### config.mk
export PLATFORM = sky130hd
export DESIGN_NAME = mux_tree_pipe
export DESIGN_NICKNAME = d
export VERILOG_FILES = /design/src/rtl/mux_tree_pipe.sv
export SDC_FILE = /design/constraint.sdc
export NUM_CORES = 1
export LEC_CHECK = 0
export BUFFER_PORTS_ARGS = -buffer_cell sky130_fd_sc_hd__buf_2
export CELL_PAD_IN_SITES_DETAIL_PLACEMENT = 1
export CELL_PAD_IN_SITES_GLOBAL_PLACEMENT = 1
export CORE_ASPECT_RATIO = 1.25
export CORE_UTILIZATION = 39
export DETAILED_ROUTE_END_ITERATION = 12
export PLACE_DENSITY = 0.84
export SYNTH_ARGS = -nofsm -noshare
export SYNTH_HDL_FRONTEND = slang
export SYNTH_SLANG_ARGS = --single-unit
### constraint.sdc
create_clock -name clk -period 2 [get_ports clk]
set_input_delay 0.1 -clock clk [delete_from_list [all_inputs] [get_ports clk]]
set_output_delay 0.1 -clock clk [all_outputs]
set_load 0.05 [all_outputs]
### src/rtl/mux_tree_pipe.sv
// Pipelined N:1 multiplexer built from 4:1 stages, one register level per stage,
// with valid/ready flow control, auto-scan channel select and per-word channel tag.
module mux_tree_pipe #(
    parameter int WIDTH = 8,
    parameter int SEL_W = 4
) (
    input  logic                        clk,
    input  logic                        rst,
    input  logic [(WIDTH<<SEL_W)-1:0]   in_data,
    input  logic                        in_valid,
    output logic                        in_ready,
    input  logic                        scan_en,
    input  logic [SEL_W-1:0]            sel,
    output logic [WIDTH-1:0]            out_data,
    output logic [SEL_W-1:0]            out_sel,
    output logic                        out_valid,
    input  logic                        out_ready
);

    localparam int NUM_IN = 2 ** SEL_W;
    localparam int LEVELS = SEL_W / 2;

    // Nodes of all levels are packed into one array; this gives each level's base offset.
    function automatic int levelOff(input int lvl);
        int off;
        off = 0;
        for (int k = 0; k < lvl; k++) begin
            off += NUM_IN >> (2 * (k + 1));
        end
        return off;
    endfunction

    localparam int NODES = levelOff(LEVELS);

    function automatic logic [WIDTH-1:0] mux4(
        input logic [1:0]       s,
        input logic [WIDTH-1:0] a,
        input logic [WIDTH-1:0] b,
        input logic [WIDTH-1:0] c,
        input logic [WIDTH-1:0] d
    );
        logic [WIDTH-1:0] r;
        r = a;
        case (s)
            2'd0: r = a;
            2'd1: r = b;
            2'd2: r = c;
            2'd3: r = d;
            default: r = a;
        endcase
        return r;
    endfunction

    logic [WIDTH-1:0] node_q [NODES];
    logic [WIDTH-1:0] node_d [NODES];
    logic [SEL_W-1:0] sel_q  [LEVELS];
    logic [LEVELS-1:0] vld_q;
    logic [SEL_W-1:0] scan_cnt_q;
    logic [SEL_W-1:0] scan_cnt_d;
    logic [SEL_W-1:0] esel;
    logic             adv;
    logic             accept;

    assign adv      = out_ready || !out_valid;
    assign in_ready = adv;
    assign accept   = in_valid && in_ready;
    assign esel     = scan_en ? scan_cnt_q : sel;

    for (genvar j = 0; j < LEVELS; j++) begin : g_lvl
        localparam int OFF    = levelOff(j);
        localparam int GROUPS = NUM_IN >> (2 * (j + 1));
        for (genvar g = 0; g < GROUPS; g++) begin : g_grp
            if (j == 0) begin : g_leaf
                assign node_d[OFF+g] = mux4(esel[1:0],
                                            in_data[(4*g+0)*WIDTH +: WIDTH],
                                            in_data[(4*g+1)*WIDTH +: WIDTH],
                                            in_data[(4*g+2)*WIDTH +: WIDTH],
                                            in_data[(4*g+3)*WIDTH +: WIDTH]);
            end else begin : g_inner
                // Deeper levels steer with the select captured alongside the word, not the live one.
                localparam int PREV = levelOff(j - 1);
                assign node_d[OFF+g] = mux4(sel_q[j-1][2*j +: 2],
                                            node_q[PREV+4*g+0],
                                            node_q[PREV+4*g+1],
                                            node_q[PREV+4*g+2],
                                            node_q[PREV+4*g+3]);
            end
        end
    end

    always_comb begin
        scan_cnt_d = scan_cnt_q;
        if (!scan_en) begin
            scan_cnt_d = '0;
        end else if (accept) begin
            scan_cnt_d = scan_cnt_q + SEL_W'(1);
        end
    end

    always_ff @(posedge clk or posedge rst) begin
        if (rst) begin
            scan_cnt_q <= '0;
        end else begin
            scan_cnt_q <= scan_cnt_d;
        end
    end

    // Whole pipeline moves as one on adv, so a stall freezes bubbles as well as data.
    always_ff @(posedge clk or posedge rst) begin
        if (rst) begin
            for (int n = 0; n < NODES; n++) begin
                node_q[n] <= '0;
            end
            for (int l = 0; l < LEVELS; l++) begin
                sel_q[l] <= '0;
            end
            vld_q <= '0;
        end else if (adv) begin
            for (int n = 0; n < NODES; n++) begin
                node_q[n] <= node_d[n];
            end
            sel_q[0] <= esel;
            vld_q[0] <= accept;
            for (int l = 1; l < LEVELS; l++) begin
                sel_q[l] <= sel_q[l-1];
                vld_q[l] <= vld_q[l-1];
            end
        end
    end

    assign out_data  = node_q[NODES-1];
    assign out_sel   = sel_q[LEVELS-1];
    assign out_valid = vld_q[LEVELS-1];

endmodule

# Word level (Yosys, flattened, before mapping)
# Cells that the tools add are included.
# op_classes
bitwise_logic,0
n_shift,0
div,0
magnitude_cmp,0
multipliers,0
reduce_logical,5
n_addsub,1
n_eq_ne,7
mux,8
# ops
operator,count
8-bit case mux with 4 select lines,5
4-bit two-way mux,3
2-bit equality test (second input constant),4
4-bit by 1-bit adder with 4-bit output (second input constant),1
2-bit by 1-bit equality test with 1-bit output (second input constant),2
2-bit zero test,2
2-bit by 1-bit inequality test with 1-bit output (second input constant),1
1-bit logical AND,1
1-bit zero test,1
1-bit logical OR,1
# totals
latchBits,0
mem_count,0
rom_bits,0
ramBits,0
input_bits,137
reg_bits,54

# Longest topological paths before layout
# Gate-level depths: netlist (run 1).
# depth
depth_word,5
mapped_depth,7
ltp_nobuf,4

# Worst setup path before layout (run 1)
# OpenSTA, ideal clock, no wires.
# synth_timing
kind,flip-flop to flip-flop
startpoint,register vld_q[1]
endpoint,register node_q[13] (netlist name)
stages_incl_launch_ff,8
slack_ns,0.298
setup_ns,0.138
t_required_ns,1.862
arrival_time_ns,1.564
n_path_buf,3
cell_sequence,dfrtp_1 > nor2b_1 > buf_4 > inv_2 > buf_6 > buf_6 > a41oi_1 > o211ai_1
# synth_between
elab_chain_cells,2
# synth_lines
element,line_no,text
from (decl),57,logic [LEVELS-1:0] vld_q;
"from (signal, indexed assignment)",126,vld_q[l] <= vld_q[l-1];
1-bit zero test,64,assign adv = out_ready || !out_valid;
1-bit logical OR,64,
"to (signal, indexed assignment)",120,node_q[n] <= node_d[n];
to (decl),54,logic [WIDTH-1:0] node_q [NODES];
# No other way between the ends.
# A chain may end at the register's enable or synchronous reset.

# Worst setup path in the final report (run 1)
# layout_timing
startpoint,register vld_q[1]
endpoint,output port in_ready
# layout_between
elab_chain_cells,2
# layout_lines
element,line_no,text
1-bit zero test,64,
1-bit logical OR,64,
to (decl),11,"output logic in_ready,"
# No other way between the ends.

==> results of run 1 <==
registers in the layout (all words and copies together) (netlist names):
| name | count |
|---|---|
| node_q | 32 |
| out_sel | 4 |
| vld_q | 2 |
| scan_cnt_q | 4 |
| out_data | 8 |
| sel_q | 4 |
stage by stage:
stage,instance area (um2),setup WS (ps)
after floorplan,3640,298
after global placement,4340,477
after CTS,4550,198
after global routing,4550,115
final,4550,207
after detailed placement,4340,350
power by group through the flow:
stage                     clock, mW  combinational (mW)  sequential (mW)
after detailed placement          0                1.33             1.49
after CTS                      1.14                1.34             1.47
after floorplan                   0                1.07             1.41
final                          1.13                1.33             1.47
after global placement            0                1.29             1.47
after global routing           1.18                1.44             1.49
layer usage:
metal | GRT usage (%) | vias to the layer above | part of all wire, %
met5 | 0 | - | 0
met3 | 3.45 | 30 | 4.0
met4 | 10.4 | 0 | 3.6
met2 | 43.5 | 127 | 53
li1 | - | 1578 | -
met1 | 29.1 | 1662 | 39
worst paths after layout:
kind                                            from                   endpoint
max                             vld_q[1]$_DFFE_PP0N_                   in_ready
max in group asynchronous                        rst     node_q[12]$_DFFE_PP0N_
min in group asynchronous                        rst  scan_cnt_q[3]$_DFFE_PP0P_
max reg2reg                scan_cnt_q[0]$_DFFE_PP0P_     node_q[25]$_DFFE_PP0N_
min                                      in_data[36]     node_q[28]$_DFFE_PP0N_
min reg2reg                  out_data[2]$_DFFE_PP0N_    out_data[2]$_DFFE_PP0N_
timing repair:
action,4_1_cts,5_1_grt
hold buffers,1,0
hold endpoints to repair,32,0
setup endpoints to repair,0,0
critical path: stages (launching register included):
cell and delay (ps):
sky130_fd_sc_hd__dfrtp_1 370, sky130_fd_sc_hd__nor2b_2 150, sky130_fd_sc_hd__buf_4 170, sky130_fd_sc_hd__inv_2 100, sky130_fd_sc_hd__buf_4 270, sky130_fd_sc_hd__buf_2 320
cell usage after synthesis (all sizes together):
cell type	n
nand2	39
o31ai	2
or3	1
nor2	2
ha	1
dfrtp	54
a21oi	6
nand2b	2
and3b	32
o211ai	32
a41oi	32
mux4	8
inv	5
nand4	32
buf	44
nor2b	1
mux2	1
clkbuf	9
or4	2
nand3	2
o21ai	5
mux2i	36
final cells by class:
type / instances / area share [%]
clock buffer: 5 / 2.75
multi-input combinational: 236 / 42.6
sequential: 54 / 29.7
inverter: 5 / 0.413
clock inverter: 3 / 1.51
timing repair buffer: 165 / 19.6
antenna: 1 / 0.0550
tap: 123 / 3.38
logic make-up (layout without fill, tap and decap cells):
kind of cell               after synthesis  in the layout
AOI/OAI and AO/OA                       77             77
and+or+nand+nor                        113            113
other                                    0              1
DFF                                     54             54
buffers and inverters                   58            178
muxes                                   45             45
adders and majority gates                1              1
==> results by group, run 1 <==
Synth
  • Mean post-synth cell area: 10.4 um2
  • Register bit count reported by yosys: 54
  • Parity-gate share of the synthesized area counting xor and xnor cells: 0%
  • Post-synthesis mux area share: 15.4%
  • Share of the synthesized area in compound gates (AO/OA/AOI/OAI): 18.1%
  • Most area-consuming cells after synthesis: sky130_fd_sc_hd__dfrtp_1 37%, sky130_fd_sc_hd__mux2i_1 9.6%, sky130_fd_sc_hd__and3b_1 7.7%
  • Synthesized area: 3640 um2
  • Distinct cell type count after synthesis: 29
  • Share of the synthesized area in the top cell type: 37.2%
  • Arithmetic-cell share of the synthesized area counting full adders, half adders and majority gates: 0.344%
  • Main combinational cell family by area after synthesis: simple AND/OR/NAND/NOR gates
  • Post-Syn Instances: 348
  • Net Count, Synth: 486
  • Synthesized-area fraction occupied by and/or/nand/nor cells: 18.8%
  • Yosys synthesis warning count: 0
  • Post-synthesis cell type with the largest combined area: sky130_fd_sc_hd__dfrtp_1
  • Share of the yosys chip area belonging to registers: 37.2%

Clock tree
  • Post-CTS setup-driven buffer insertion count: 0
  • Number of buffers on the longest clock path: 2
  • Maximum level of the CTS H-tree: 2
  • CTS resizes: 0
  • CTS buffer count: 5
  • Clock transition at the registers of the reported paths: 70 ps
  • Worst skew pair latency: 290 ps
  • Clock root buffer: sky130_fd_sc_hd__clkbuf_16
  • Count of clock tree sinks: 54
  • TritonCTS clock tree: yes

Layout
  • Most frequent cells in the layout: 150 x sky130_fd_sc_hd__buf_2, 54 x sky130_fd_sc_hd__dfrtp_1, 39 x sky130_fd_sc_hd__nand2_1
  • Final #Nets: 605
  • Area of the multi-input gates: 1940 um2
  • Synthesis-to-finish area growth: 25.1%
  • Commonest non-fill, non-tap cell in the layout: sky130_fd_sc_hd__buf_2
  • Area of all sequential standard cells: 1350 um2
  • Filler Cells Inserted: 1080
  • Fraction of final layout cells with drive strength greater than 1: 41.7%
  • Final Non-Filler Cells: 592
  • Final design utilization: 50.1%

GRT
  • Pin count of the biggest net entering global routing: 60
  • Number of antenna violations at the first check in global routing: 1
  • Total global routing track utilization: 24.5%
  • First-pass GRT wire length: 17800 um
  • Via count of the first global-routing pass: 3497
  • Remaining global-route overflow: 0

STA
  • Total Neg Setup Slack: 0 ps
  • Worst slew pin tran: 737 ps
  • Min Clock Period, post-route: 1790 ps
  • Hold slack final: 61.3 ps
  • Headroom to the max-slew limit: 50.8%
  • Fmax: 0.558 GHz
  • Final cycle utilization of the critical path: 89.6%
  • Count of final max-slew check failures: 0
  • Hold Fails Final Rpt: 0
  • RSZ-0062 raised after global routing: no
  • Setup-failing EPs final: 0
  • Largest clock skew in the final design: 3.79 ps

Floorplan
  • Placeable core area: 9080 um2
  • Initial core utilization: 40.1%
  • Height of the die: 110 um
  • Die outline width: 88.4 um
  • Standard-cell rows: 39
  • Io pins: 151
  • Area enclosed by the die boundary: 9720 um2

Place
  • Global placement routability congestion: 0.771
  • Port-buffer cells: 150
  • Dpl hpwl: 8460 um
  • Placed instance count: 582

Power
  • Leak: 2.26 nW
  • Combinational share of power: 34.0%
  • Clock power frac: 28.7%
  • Int Power: 2.55 mW
  • Final total power: 3.93 mW
  • Fraction of power spent switching nets: 35.0%
  • Net switching power of the design: 1.38 mW
  • Power density of the placed cells: 864 nW/um2
  • Maximum vdd drop: 0.432 mV
  • Sequential power share: 37.4%

Setup path
  • Peak fanout along the critical path: 23
  • Startpoint type of the worst setup path: flip-flop
  • Kind of end point of the critical path: primary output
  • Register-to-Register Path Depth: 4
  • Setup Crit Path Kind: flip-flop to primary output
  • Crit path arrival time: 1690 ps
  • Required time reported for the critical path endpoint: 1900 ps
  • Reg-to-reg slack, setup: 330 ps

Route
  • Final routed wire length divided by cell count: 19.7 um
  • Number of DRC violations after detailed-routing iteration 0: 154
  • Post-Route WL: 11600 um
  • Antenna violation net count after detailed routing: 0
  • TritonRoute pass-1 iters: 4
  • # DRC: 0
  • Total via count in the routed design: 3397
  • Avg Vias per Cell: 5.74

Status
  • Result of the run: finished clean

Worst hold path
  • Number of instances on the worst hold path: 3
  • Hold WC Path Type: primary input to flip-flop

Run
  • Number of maximum-capacitance constraint violations: 0
(Power assumes the default switching activity.)
==> inputs of run 2 (changes only) <==
--- a/config.mk
+++ b/config.mk
@@ -13,3 +13,3 @@
 export DETAILED_ROUTE_END_ITERATION = 12
-export PLACE_DENSITY = 0.84
+export PLACE_DENSITY_LB_ADDON = 0.05
 export SYNTH_ARGS = -nofsm -noshare
==> constraint.sdc (replaced) <==
create_clock -name clk -period 2 [get_ports clk]
set_input_delay 0.2 -clock clk [delete_from_list [all_inputs] [get_ports clk]]
set_output_delay 0.2 -clock clk [all_outputs]
set_load 0.05 [all_outputs]
==> results by group, run 2 (synthesized netlist as in run 1, its figures left out) <==
STA
  • Worst slew pin tran: 563 ps
  • Total Neg Setup Slack: 0 ps
  • Headroom to the max-slew limit: 62.4%
  • Count of final max-slew check failures: 0
  • Largest clock skew in the final design: 3.01 ps
  • Min Clock Period, post-route: 1770 ps
  • Setup-failing EPs final: 0
  • Final cycle utilization of the critical path: 88.3%
  • Fmax: 0.566 GHz
  • Hold Fails Final Rpt: 0
  • RSZ-0062 raised after global routing: no

Clock tree
  • Clock root buffer: sky130_fd_sc_hd__clkbuf_16
  • Maximum level of the CTS H-tree: 2
  • CTS resizes: 0
  • CTS buffer count: 5
  • Cts hold-fix bufs: 1
  • TritonCTS clock tree: yes
  • Count of clock tree sinks: 54
  • Number of buffers on the longest clock path: 2
  • Clock transition at the registers of the reported paths: 70 ps
  • Worst skew pair latency: 300 ps
  • Post-CTS setup-driven buffer insertion count: 0

Setup path
  • Delay of the slowest cell on the worst path: 370 ps
  • Startpoint type of the worst setup path: flip-flop
  • Cell class contributing the biggest share of worst-path delay: buffers and inverters
  • Number of buffers and inverters on the critical path: 3
  • Slowest library cell on the worst path: sky130_fd_sc_hd__dfrtp_1
  • Crit path arrival time: 1570 ps
  • Kind of end point of the critical path: primary output
  • Setup Crit Path Kind: flip-flop to primary output
  • Peak fanout along the critical path: 28
  • Required time reported for the critical path endpoint: 1800 ps
  • CP cell instances: nor2b_2 -> inv_2 -> buf_4 -> buf_2

GRT
  • First-pass GRT wire length: 18000 um
  • Pin count of the biggest net entering global routing: 66
  • GR Util met1: 34.0%
  • Met2 GRT Util: 39.8%
  • Busiest grt layer: met2
  • Total global routing track utilization: 24.7%
  • GR Layer Usage met3: 3.83%
  • Number of antenna violations at the first check in global routing: 0
  • Via count of the first global-routing pass: 3435
  • Remaining global-route overflow: 0

Layout
  • Diode count: 0
  • Filler Cells Inserted: 1101
  • Final cell area excluding filler cells: 4530 um2
  • Fraction of final layout cells with drive strength greater than 1: 41.9%
  • Final #Nets: 607
  • Most frequent cells in the layout: 150 x sky130_fd_sc_hd__buf_2, 54 x sky130_fd_sc_hd__dfrtp_1, 39 x sky130_fd_sc_hd__nand2_1
  • Commonest non-fill, non-tap cell in the layout: sky130_fd_sc_hd__buf_2
  • Most flop-heavy register: node_q
  • Final Non-Filler Cells: 593
  • Flip-flop count of the largest register, all copies and words added: 32
  • Synthesis-to-finish area growth: 24.7%

Power
  • Maximum vdd drop: 0.369 mV
  • Power density of the placed cells: 834 nW/um2
  • Net switching power of the design: 1.36 mW
  • Fraction of power spent switching nets: 35.9%
  • Leak: 2.26 nW
  • Combinational share of power: 35.2%
  • Int Power: 2.43 mW
  • Clock power frac: 26.2%
  • Sequential power share: 38.6%

Floorplan
  • Die outline width: 88.4 um
  • Io pins: 151
  • Initial core utilization: 40.1%
  • Standard-cell rows: 39
  • Height of the die: 110 um
  • Area enclosed by the die boundary: 9720 um2
  • Placeable core area: 9080 um2

Route
  • TritonRoute pass-1 iters: 4
  • Avg Vias per Cell: 5.68
  • Total via count in the routed design: 3370
  • Antenna violation net count after detailed routing: 0
  • Final routed wire length divided by cell count: 19.0 um
  • Post-Route WL: 11200 um
  • # DRC: 0
  • Number of DRC violations after detailed-routing iteration 0: 154

Place
  • Port-buffer cells: 150
  • Dpl hpwl: 8000 um
  • Placed instance count: 584
  • Global placement routability congestion: 0.763
  • Placed Instance Area: 4360 um2

Run
  • Number of maximum-capacitance constraint violations: 0

Worst hold path
  • Hold WC Path Type: primary input to flip-flop

Status
  • Result of the run: finished clean
[run 2: cell types whose count changed in the layout (fill, tap and decap cells not counted), sizes merged]
cell,before,now
clkinv,1,2
diode,1,0
buf,164,166
bufinv,2,1
[run 2: worst paths after layout]
path                                             end                 startpoint  cells after the start  slack (ps)
setup / recovery                            in_ready       vld_q[1]$_DFFE_PP0N_                      4         230
hold / removal                node_q[22]$_DFFE_PP0N_                in_data[70]                      3         160
setup reg to reg              node_q[20]$_DFFE_PP0N_  scan_cnt_q[0]$_DFFE_PP0P_                      3         490
hold reg to reg               out_sel[1]$_DFFE_PP0N_     out_sel[1]$_DFFE_PP0N_                      2         460
max in group asynchronous     node_q[15]$_DFFE_PP0N_                        rst                      4         770
min in group asynchronous  scan_cnt_q[2]$_DFFE_PP0P_                        rst                      3         500
[run 2: cell type report]
| class | count | area [um2] | share of cell area [%] |
|---|---|---|---|
| multi-input combinational | 236 | 1940 | 42.8 |
| sequential | 54 | 1350 | 29.8 |
| timing repair buffer | 167 | 906 | 20.0 |
| tap | 123 | 154 | 3.39 |
| clock buffer | 5 | 125 | 2.76 |
| clock inverter | 3 | 40.0 | 0.883 |
| inverter | 5 | 18.8 | 0.414 |
[run 2: worst min-delay path, delay by kind of cell]
| kind | cells | cell delay (ps) |
|---|---|---|
| buffers and inverters | 1 | 80 |
| AO/OA/AOI/OAI | 1 | 80 |
| AND/OR/NAND/NOR | 1 | 60 |
[run 2: per-layer routing]
layer / wire length [um] / share of wire (%)
met5: 0 / 0
met4: 161 / 1.4
met3: 559 / 5.0
met2: 5640 / 50
met1: 4870 / 43
[run 2: power by group through the flow]
stage               Combinational [mW]  Sequential (mW)  Clock (mW)
finish                            1.33             1.46       0.990
global route                      1.46             1.48        1.06
CTS                               1.34             1.46        1.01
detailed placement                1.34             1.48           0
global placement                  1.32             1.47           0
floorplan                         1.07             1.41           0
[run 2: stage by stage]
stage | util (%) | setup WS (ps) | hold slack [ps] | power [mW]
after floorplan | - | 298 | 355 | 2.49
after global placement | 48.0 | 424 | 294 | 2.79
after detailed placement | 48.0 | 380 | 293 | 2.82
after CTS | 49.9 | 221 | 158 | 3.81
after global routing | 49.9 | 129 | 181 | 4.00
final | 49.9 | 234 | 156 | 3.78
==> inputs of run 3 (changes only) <==
Settings changed: CORE_ASPECT_RATIO 1.25 to not set.
==> results by group, run 3 (synthesized netlist as in run 1, its figures left out) <==
Power
  • Final total power: 3.48 mW
  • Power density of the placed cells: 778 nW/um2
  • Leak: 2.24 nW
  • Maximum vdd drop: 0.315 mV

STA
  • RSZ-0062 raised after global routing: no
  • Setup-failing EPs final: 0
  • Headroom to the max-slew limit: 68.7%
  • Final cycle utilization of the critical path: 83.1%
  • Largest clock skew in the final design: 12.6 ps
  • Hold Fails Final Rpt: 0
  • Hold slack final: 140 ps
  • Worst slew pin tran: 469 ps
  • Min Clock Period, post-route: 1660 ps
  • Final worst slack: 338 ps
  • Count of final max-slew check failures: 0
  • Total Neg Setup Slack: 0 ps
  • Fmax: 0.602 GHz

Route
  • Antenna violation net count after detailed routing: 0
  • Post-Route WL: 11400 um
  • Avg Vias per Cell: 5.79
  • Number of DRC violations after detailed-routing iteration 0: 75
  • TritonRoute pass-1 iters: 4
  • Final routed wire length divided by cell count: 19.7 um
  • Total via count in the routed design: 3339
  • # DRC: 0

Clock tree
  • TritonCTS clock tree: yes
  • Maximum level of the CTS H-tree: 2
  • Count of clock tree sinks: 54
  • Number of buffers on the longest clock path: 2
  • Post-CTS setup-driven buffer insertion count: 0
  • CTS resizes: 0
  • Cts hold-fix bufs: 1
  • CTS buffer count: 5
  • Worst skew pair latency: 320 ps
  • Clock transition at the registers of the reported paths: 120 ps
  • Clock root buffer: sky130_fd_sc_hd__clkbuf_8

Setup path
  • Setup Crit Path Kind: flip-flop to primary output
  • Crit path arrival time: 1460 ps
  • Kind of end point of the critical path: primary output
  • Peak fanout along the critical path: 10
  • Required time reported for the critical path endpoint: 1800 ps
  • Startpoint type of the worst setup path: flip-flop

Floorplan
  • Io pins: 151
  • Die outline width: 98.6 um
  • Standard-cell rows: 34
  • Initial core utilization: 40.9%
  • Placeable core area: 8890 um2
  • Area enclosed by the die boundary: 9710 um2
  • Height of the die: 98.6 um

Place
  • Placed instance count: 568
  • Port-buffer cells: 150
  • Post-Place Worst Slack: 349 ps
  • Dpl hpwl: 8100 um
  • Global placement routability congestion: 0.778

Worst hold path
  • Hold WC Path Type: primary input to flip-flop

GRT
  • Number of antenna violations at the first check in global routing: 0
  • First-pass GRT wire length: 18400 um
  • Remaining global-route overflow: 0
  • Total global routing track utilization: 24.3%
  • Via count of the first global-routing pass: 3594
  • Pin count of the biggest net entering global routing: 55

Layout
  • Commonest non-fill, non-tap cell in the layout: sky130_fd_sc_hd__buf_2
  • Most frequent cells in the layout: 150 x sky130_fd_sc_hd__buf_2, 54 x sky130_fd_sc_hd__dfrtp_1, 39 x sky130_fd_sc_hd__nand2_1
  • Synthesis-to-finish area growth: 23.1%
  • Diode count: 0
  • Final #Nets: 606
  • Fraction of final layout cells with drive strength greater than 1: 41.8%
  • Final Non-Filler Cells: 577
  • Flip-flop count of the largest register, all copies and words added: 32
  • Most flop-heavy register: node_q

Status
  • Result of the run: finished clean

Run
  • Number of maximum-capacitance constraint violations: 0
-- run 3: changes by cell type in the layout (fill, tap and decap cells not counted) --
cell	change
sky130_fd_sc_hd__inv_6	+2
sky130_fd_sc_hd__clkbuf_16	-5
sky130_fd_sc_hd__clkbuf_8	+5
sky130_fd_sc_hd__buf_12	+3
sky130_fd_sc_hd__clkinv_4	+1
sky130_fd_sc_hd__bufinv_16	-1
sky130_fd_sc_hd__clkinv_2	-2
sky130_fd_sc_hd__buf_4	-4
-- run 3: layout make-up --
cell class	count	area, um2
Timing Repair Buffer	166	936
Fill cell	1051	4420
Sequential cell	54	1350
Tap cell	108	135
Inverter	5	18.8
Clock inverter	3	26.3
Multi-Input combinational cell	236	1940
Clock buffer	5	68.8
-- run 3: metrics by stage --
step,instance area (um2),utilization [%]
after global placement,4370,49.1
after detailed placement,4370,49.1
after global routing,4470,50.3
after CTS,4470,50.3
final,4470,50.3
after floorplan,3640,-
-- run 3: worst paths after layout --
| check | startpoint | slack (ps) | cells past startpoint | to |
|---|---|---|---|---|
| setup / recovery | vld_q[1]$_DFFE_PP0N_ | 340 | 3 | in_ready |
| hold / removal | in_data[96] | 140 | 3 | node_q[8]$_DFFE_PP0N_ |
| setup reg to reg | vld_q[1]$_DFFE_PP0N_ | 370 | 5 | node_q[14]$_DFFE_PP0N_ |
| hold reg to reg | out_sel[0]$_DFFE_PP0N_ | 470 | 2 | out_sel[0]$_DFFE_PP0N_ |
| max in group asynchronous | rst | 1270 | 4 | node_q[13]$_DFFE_PP0N_ |
| min in group asynchronous | rst | 470 | 4 | scan_cnt_q[1]$_DFFE_PP0P_ |
-- run 3: report_power, final --
group	switching, mW	internal, mW
clock network	0.410	0.259
registers	0.159	1.31
logic	0.804	0.541
-- run 3: per-layer routing --
layer | up-vias | wire, um | part of all wire, % | global-route usage [%]
li1 | 1582 | - | - | -
met2 | 103 | 5790 | 51 | 42.2
met1 | 1639 | 4940 | 43 | 31.7
met5 | - | 0 | 0 | 0
met4 | 0 | 189 | 1.7 | 7.00
met3 | 15 | 445 | 3.9 | 3.26
-- run 3: worst max-delay path, stage by stage, from the launching register on --
cell and delay [ps]:
sky130_fd_sc_hd__dfrtp_1 350, sky130_fd_sc_hd__nor2b_2 340, sky130_fd_sc_hd__inv_2 200, sky130_fd_sc_hd__buf_2 260
